==> src/rtl/shift_loopback_seq_pkg.sv <==
// Shared definitions for the serial shift-register loopback sequencer.
// State encoding, default frame geometry and the frame counter width.
package shift_loopback_seq_pkg;

   typedef enum logic [2:0] {
      ST_IDLE  = 3'd0,
      ST_CLEAR = 3'd1,
      ST_RUN   = 3'd2,
      ST_DONE  = 3'd3,
      ST_ABORT = 3'd4
   } seq_state_e;

   localparam int DEF_WIDTH = 4;
   localparam int DEF_DEPTH = 4;

   // The counter has to reach DEPTH+WIDTH-1 without wrapping.
   function automatic int cnt_bits(input int width, input int depth);
      return $clog2(width + depth + 1);
   endfunction

endpackage

==> src/rtl/shift_loopback_seq.sv <==
// Loopback sequencer: serializes a host word MSB-first into the shift register,
// captures the delayed serial output and reports completion and match.
module shift_loopback_seq
   import shift_loopback_seq_pkg::*;
#(
   parameter int WIDTH = DEF_WIDTH,
   parameter int DEPTH = DEF_DEPTH
) (
   input  logic             CLK,
   input  logic             Reset,
   input  logic             load_valid,
   output logic             load_ready,
   input  logic [WIDTH-1:0] load_data,
   input  logic             abort,
   output logic             sr_reset,
   output logic             sr_shift_in,
   input  logic             sr_shift_out,
   output logic             done,
   output logic             aborted,
   output logic [WIDTH-1:0] rx_data,
   output logic             match
);

   localparam int CW = cnt_bits(WIDTH, DEPTH);
   localparam logic [CW-1:0] CNT_LAST  = CW'(DEPTH + WIDTH - 1);
   localparam logic [CW-1:0] CNT_WIDTH = CW'(WIDTH);
   localparam logic [CW-1:0] CNT_DEPTH = CW'(DEPTH);

   seq_state_e       state;
   logic [CW-1:0]    cnt;
   logic [WIDTH-1:0] tx;
   logic [WIDTH-1:0] sent;
   logic [WIDTH-1:0] rx;
   logic [WIDTH-1:0] rx_shift;
   logic [WIDTH-1:0] rx_nxt;
   logic             cap_en;
   logic             drv_en;

   generate
      if (WIDTH == 1) begin : g_rx_w1
         assign rx_shift = sr_shift_out;
      end else begin : g_rx_wn
         assign rx_shift = {rx[WIDTH-2:0], sr_shift_out};
      end
   endgenerate

   // cnt never exceeds CNT_LAST while in RUN, so only the lower bound matters.
   always_comb begin
      drv_en = (state == ST_RUN) && (cnt < CNT_WIDTH);
      cap_en = (state == ST_RUN) && (cnt >= CNT_DEPTH);
      rx_nxt = cap_en ? rx_shift : rx;
   end

   always_ff @(posedge CLK) begin
      if (Reset) begin
         state   <= ST_IDLE;
         cnt     <= '0;
         tx      <= '0;
         sent    <= '0;
         rx      <= '0;
         rx_data <= '0;
         match   <= 1'b0;
      end else begin
         case (state)
            ST_IDLE: begin
               cnt <= '0;
               if (load_valid) begin
                  tx    <= load_data;
                  sent  <= load_data;
                  state <= ST_CLEAR;
               end
            end
            ST_CLEAR: begin
               cnt   <= '0;
               rx    <= '0;
               state <= abort ? ST_ABORT : ST_RUN;
            end
            ST_RUN: begin
               if (abort) begin
                  state <= ST_ABORT;
               end else begin
                  if (drv_en) tx <= tx << 1;
                  rx <= rx_nxt;
                  // Final capture lands in the same edge that publishes the result.
                  if (cnt == CNT_LAST) begin
                     state   <= ST_DONE;
                     rx_data <= rx_nxt;
                     match   <= (rx_nxt == sent);
                  end else begin
                     cnt <= cnt + 1'b1;
                  end
               end
            end
            ST_DONE:  state <= abort ? ST_ABORT : ST_IDLE;
            ST_ABORT: state <= ST_IDLE;
            default:  state <= ST_IDLE;
         endcase
      end
   end

   assign load_ready  = (state == ST_IDLE);
   assign sr_reset    = (state == ST_CLEAR) || (state == ST_ABORT);
   assign sr_shift_in = drv_en ? tx[WIDTH-1] : 1'b0;
   assign done        = (state == ST_DONE);
   assign aborted     = (state == ST_ABORT);

endmodule
==> config.mk <==
export PLATFORM = sky130hd
export DESIGN_NAME = shift_loopback_seq
export DESIGN_NICKNAME = d
export VERILOG_FILES = /design/src/rtl/shift_loopback_seq_pkg.sv /design/src/rtl/shift_loopback_seq.sv
export SDC_FILE = /design/constraint.sdc
export NUM_CORES = 1
export LEC_CHECK = 0
export ABC_AREA = 1
export BUFFER_PORTS_ARGS = -buffer_cell sky130_fd_sc_hd__buf_2
export CAP_MARGIN = 10
export CELL_PAD_IN_SITES_DETAIL_PLACEMENT = 1
export CELL_PAD_IN_SITES_GLOBAL_PLACEMENT = 2
export CORE_UTILIZATION = 30
export CTS_CLUSTER_DIAMETER = 30
export DETAILED_ROUTE_END_ITERATION = 7
export PLACE_DENSITY_LB_ADDON = 0.2
export SLEW_MARGIN = 20
export SYNTH_ARGS = -nofsm -noshare
export SYNTH_HDL_FRONTEND = slang
export SYNTH_SLANG_ARGS = --single-unit
==> constraint.sdc <==
create_clock -name CLK -period 1.57 [get_ports CLK]
set_clock_uncertainty 0.15 [all_clocks]
set_input_delay 0.314 -clock CLK [delete_from_list [all_inputs] [get_ports CLK]]
set_output_delay 0.314 -clock CLK [all_outputs]
set_load 0.01 [all_outputs]
==> flow_summary.json, run 1 <==
{
  "initial_core_util_pct": 32.1,
  "p_switching_mw": 0.502,
  "core_um2": 3770,
  "max-vdd-ir-drop_mv": 0.449,
  "ys_ff_latch": 24,
  "hpwl_mm": 2.92,
  "timing.final.ws_setup_ns": -0.176,
  "grt_pass1_vias": 1467,
  "numCtsBuffers": 3,
  "cp_slowest_stage_delay_ns": 0.37,
  "grt-ovfl-total": 0,
  "fin_cells": 282,
  "place_congestion": 0.797,
  "crit_family": "buffers and inverters",
  "postSynthAreaPerCell_um2": 7.08,
  "finalHoldViolations": 0,
  "p_int_mw": 1.21,
  "critical_path_class": "reg2out",
  "holdWs_ns": 0.151,
  "synthTopCellsByCount": "nand2_1, dfxtp_1, inv_1",
  "antenna_found_initial": 0,
  "worstSetupEndpointType": "primary output",
  "path_cells": "buf_6 > nor2_4 > inv_2 > nor2_2 > buf_6 > buf_6",
  "num_antenna_cells": 0,
  "layout.nets": 245,
  "syn_nets": 181,
  "synthArstFlopShare_pct": 0,
  "drv_cap": 0,
  "period_needed_ns": 1.75,
  "slew_headroom_pct": 61.7,
  "dp_cells": 259,
  "synth_cell_types": 26,
  "ant_nets": 0,
  "drtIter0Drc": 62,
  "syn2layout_area_growth_pct": 73.1,
  "fmax_ghz": 0.573,
  "root_buffer": "clkbuf_8",
  "portBuffers": 18,
  "synth_most_common_cell": "nand2_1",
  "synth_ff_type": "dfxtp_1",
  "p_sw_share_pct": 29.4,
  "grt_max_degree": 15,
  "status": "finished, violations left",
  "synth_edf_count": 0,
  "p_clk_share_pct": 32.8,
  "drt-pass1-iter-count": 4,
  "die_h_um": 65.5,
  "clkSinkCount": 24,
  "min_path_type": "in2reg",
  "slew_violations": 0,
  "rows": 22,
  "worstPathArrival_ns": 1.28,
  "io_pins": 19,
  "htree_levels": 1,
  "die_w_um": 65.5,
  "synth_top_area_cell": "dfxtp_1",
  "drc_errors": 0,
  "yosys_warnings": 0,
  "clk_pin_slew_worst_paths_ns": 0.09,
  "required_ns": 1.11,
  "post-route-util_pct": 55.5,
  "synth_area_um2": 1210,
  "worst_pin_slew_ns": 0.575,
  "path_max_fanout": 3,
  "syn_inst": 171,
  "cts_tree": "built",
  "min_period_over_period_pct": 111,
  "leakagePower_nw": 0.910,
  "grtUsageTotal_pct": 21.8,
  "setup_violations": 14,
  "worst_path_most_repeated_cell": "buf_6",
  "path_buf_inv": 4,
  "pwr-share-comb_pct": 27.6,
  "grt_pass1_wl_mm": 6.93,
  "crit_path_top_delay_cell": "dfxtp_4",
  "drive_gt1_share_pct": 55.6,
  "p_per_area_nw_per_um2": 816,
  "yosysSeqAreaShare_pct": 39.7,
  "yosysTopAreaCellShare_pct": 39.7,
  "totalWireLength_mm": 4.74,
  "seq_power_share_pct": 39.6,
  "ys_top_cells_by_area": "dfxtp_1, nand2_1, nand3_1, o21ai_0, inv_1",
  "rsz0062_at_grt": "yes",
  "clock_latency_ns": 0.27,
  "clk_path_buf_depth": 2,
  "vias": 1436,
  "holdBufCountCts": 0,
  "startpoint_type": "flip-flop",
  "violations": "setup timing",
  "die_area_um2": 4290,
  "wl_per_cell_um": 16.8,
  "vias_per_cell": 5.09
}
[power by group through the flow]
stage | sequential, mW | clock (mW) | combinational (mW)
after floorplan | 0.679 | 0 | 0.160
after global routing | 0.682 | 0.597 | 0.507
after global placement | 0.684 | 0 | 0.259
after detailed placement | 0.685 | 0 | 0.268
after CTS | 0.673 | 0.575 | 0.358
final | 0.677 | 0.560 | 0.471
[layout make-up]
class	instances	area [um2]
sequential	24	487
inverter	25	109
multi-input combinational	119	881
tap	48	60.1
clock inverter	1	30.0
clock buffer	3	41.3
fill	463	1680
timing repair buffer	62	487
[per-layer routing]
layer	global-route usage (%)	share of wire, %	routed length, um	up-vias
li1	-	-	-	693
met1	24.7	39	1860	700
met2	40.3	55	2600	30
met3	2.43	2.8	135	13
met4	10.1	3.1	149	0
met5	0	0	0	-
[final timing paths]
path / depth (start not counted) / slack, ns / startpoint / end
max: 6 / -0.18 / state[1]$_SDFFE_PP0P_ / load_ready
min: 2 / 0.15 / abort / state[1]$_SDFFE_PP0P_
max reg2reg: 12 / -0.10 / state[2]$_SDFFE_PP0P_ / match$_SDFFE_PP0P_
min reg2reg: 2 / 0.31 / tx[1]$_SDFFE_PP0P_ / tx[1]$_SDFFE_PP0P_
[layout by cell type, fill, tap and decap left out, types with 10 or more instances in the layout]
cell type / n
inv_1: 17
dfxtp_1: 21
buf_2: 16
nand2_1: 28
buf_6: 11
a21oi_1: 10
buf_4: 33
[timing repair]
action,in CTS,in global routing
endpoints found under the setup margin,12,25
endpoints found under the hold margin,0,0
pin swaps,7,26
setup buffers,13,7
gates cloned,0,0
gates resized for setup,38,57
[worst reg2reg max path, delay by kind of cell (launching register included)]
family | cells | cell delay, ns
AO/OA/AOI/OAI | 1 | 0.06
buffers and inverters | 4 | 0.43
flip-flops | 1 | 0.34
AND/OR/NAND/NOR | 7 | 0.57
[cells by family (layout without fill, tap and decap cells)]
group | Yosys count | after routing | synth area share [%]
DFF | 24 | 24 | 39.7
adders and majority gates | 1 | 1 | 1.03
and+or+nand+nor | 79 | 79 | 32.1
AOI/OAI and AO/OA | 39 | 39 | 18.0
buffers and inverters | 28 | 91 | 9.20
[registers in the layout, indices dropped and copies added, names as in the netlist]
name	cells
cnt	4
match	1
rx	4
rx_data	4
sent	4
state	3
tx	4
[through the flow]
step	TNS (ns)	instance area (um2)	power, mW	setup WS, ns
floorplan	0	1210	0.839	0.0735
global placement	0	1550	0.943	0.0160
detailed placement	-0.0933	1550	0.953	-0.0394
CTS	-1.38	1830	1.61	-0.159
global route	-2.21	2090	1.79	-0.210
finish	-1.20	2090	1.71	-0.176
Note: power is estimated with default switching activity, not from simulation.
==> inputs of run 2 (changes only) <==
Settings changed: ABC_AREA 1 to default, CORE_UTILIZATION 30 to 33, SETUP_SLACK_MARGIN from default to 0.5.
==> flow_summary.json, run 2 <==
{
  "htree_levels": 1,
  "required_ns": 1.64,
  "yosysSeqAreaShare_pct": 39.2,
  "min_from": "load_data[1]",
  "slew_violations": 0,
  "drtIter0Drc": 24,
  "n_fill_cell": 405,
  "ys_ff_latch": 24,
  "synth_most_common_cell": "dfxtp_1",
  "drv_cap": 0,
  "root_buffer": "clkbuf_8",
  "final_cell_mix": "buf_4, nor2_1, dfxtp_1, buf_6, nand2_1",
  "synth_ff_type": "dfxtp_1",
  "drc_errors": 0,
  "grt_pass1_wl_mm": 5.94,
  "place_congestion": 0.731,
  "p_per_area_nw_per_um2": 759,
  "grt-ovfl-total": 0,
  "vias_per_cell": 5.17,
  "layout.nets": 205,
  "status": "finished, violations left",
  "max-vdd-ir-drop_mv": 0.346,
  "die_w_um": 63.0,
  "rows": 21,
  "hpwl_mm": 2.70,
  "grtUsageTotal_pct": 19.1,
  "pre_cts_ws_ns": -0.220,
  "syn2layout_area_growth_pct": 52.7,
  "ys_top_cells_by_area": "dfxtp_1, nor2_1, nand2_1, a21oi_1, a311oi_1",
  "synthTopCellsByCount": "dfxtp_1, nor2_1, nand2_1",
  "syn_nets": 151,
  "postSynthAreaPerCell_um2": 8.70,
  "antenna_found_initial": 0,
  "fmax_ghz": 0.551,
  "vias": 1241,
  "clkSinkCount": 24,
  "placed_area_um2": 1560,
  "die_h_um": 63.0,
  "startpoint": "state[2]$_SDFFE_PP0P_",
  "final_common_cell": "buf_4",
  "slew_headroom_pct": 72.5,
  "leakagePower_nw": 0.725,
  "min_period_over_period_pct": 116,
  "worstSetupEndpointType": "flip-flop",
  "path_max_fanout": 8,
  "totalWireLength_mm": 3.75,
  "ant_nets": 0,
  "num_antenna_cells": 0,
  "critical_path_class": "reg2reg",
  "grt_max_degree": 18,
  "die_area_um2": 3960,
  "worstPathArrival_ns": 1.89,
  "startpoint_type": "flip-flop",
  "finalHoldViolations": 0,
  "synth_cell_types": 40,
  "initial_core_util_pct": 35.6,
  "synth_area_um2": 1230,
  "r2r-start": "state[2]$_SDFFE_PP0P_",
  "core_um2": 3440,
  "fin_area_um2": 1870,
  "drive_gt1_share_pct": 49.5,
  "violations": "setup timing",
  "min_path_type": "in2reg",
  "timing.final.ws_setup_ns": -0.245,
  "io_pins": 19,
  "clock_latency_ns": 0.27,
  "worst_pin_slew_ns": 0.412,
  "p_total_mw": 1.42,
  "rsz0062_at_grt": "yes",
  "wl_per_cell_um": 15.6,
  "yosysTopAreaCellShare_pct": 39.2,
  "syn_inst": 141,
  "numCtsBuffers": 3,
  "synth_edf_count": 0,
  "portBuffers": 18,
  "setup_violations": 22,
  "cts_tree": "built",
  "clk_pin_slew_worst_paths_ns": 0.10,
  "drt-pass1-iter-count": 4,
  "grt_pass1_vias": 1273,
  "period_needed_ns": 1.81,
  "clk_path_buf_depth": 2,
  "synth_top_area_cell": "dfxtp_1",
  "yosys_warnings": 0,
  "synthArstFlopShare_pct": 0
}
[run 2: path summary, 6_finish.rpt]
check	end	slack, ns	cells past startpoint
max reg2reg	match$_SDFFE_PP0P_	-0.24	4
min	sent[1]$_SDFFE_PP0P_	0.16	3
max	match$_SDFFE_PP0P_	-0.24	4
min reg2reg	tx[0]$_SDFFE_PP0P_	0.34	2
[run 2: power breakdown]
part	leakage, nW	internal [mW]	total (mW)	switching [mW]
sequential	0.199	0.630	0.646	0.0157
combinational	0.490	0.106	0.222	0.116
clock	0.0357	0.341	0.554	0.213
[run 2: kinds of logic (layout without fill, tap and decap cells)]
family / Yosys count / after routing / synth area share [%]
simple gates: 65 / 65 / 27.9
compound gates: 33 / 33 / 21.9
flops: 24 / 24 / 39.2
buf+inv: 12 / 65 / 5.51
xor+xnor: 4 / 4 / 2.86
mux: 2 / 2 / 1.63
fa+ha+maj: 1 / 1 / 1.02
[run 2: worst max-delay path, stage by stage (launching register included)]
cell       delay (ns)
dfxtp_2          0.33
or3b_4           0.47
or3_4            0.42
a2111oi_4        0.22
a31o_1           0.18
[run 2: metrics by stage]
stage	utilization (%)	hold slack, ns	TNS [ns]	instances
final	54.4	0.156	-2.65	240
after global routing	54.4	0.160	-4.45	240
after CTS	51.7	0.151	-2.52	237
after detailed placement	45.3	0.329	-1.78	226
after global placement	45.3	0.312	-0.767	226
after floorplan	-	0.241	-3.10	141
[run 2: layout make-up]
cell class | count | area (um2) | share of cell area [%]
Timing Repair Buffer | 56 | 449 | 24.0
Tap cell | 46 | 57.6 | 3.07
Clock inverter | 1 | 30.0 | 1.60
Clock buffer | 3 | 41.3 | 2.21
Sequential cell | 24 | 490 | 26.2
Multi-Input combinational cell | 105 | 785 | 41.9
Inverter | 5 | 18.8 | 1.00
[run 2: layer usage]
layer  part of all wire [%]  GRT usage [%]
met1                     44           22.7
met5                      0              0
met4                    1.7           5.81
met2                     52           34.4
met3                    2.6           3.28
[run 2: what timing repair did]
| item | 4_1_cts | 5_1_grt |
|---|---|---|
| hold buffers | 0 | 0 |
| pin swaps | 11 | 4 |
| gates resized for setup | 25 | 13 |
| setup endpoints to repair | 34 | 34 |
| buffers inserted | 7 | 3 |
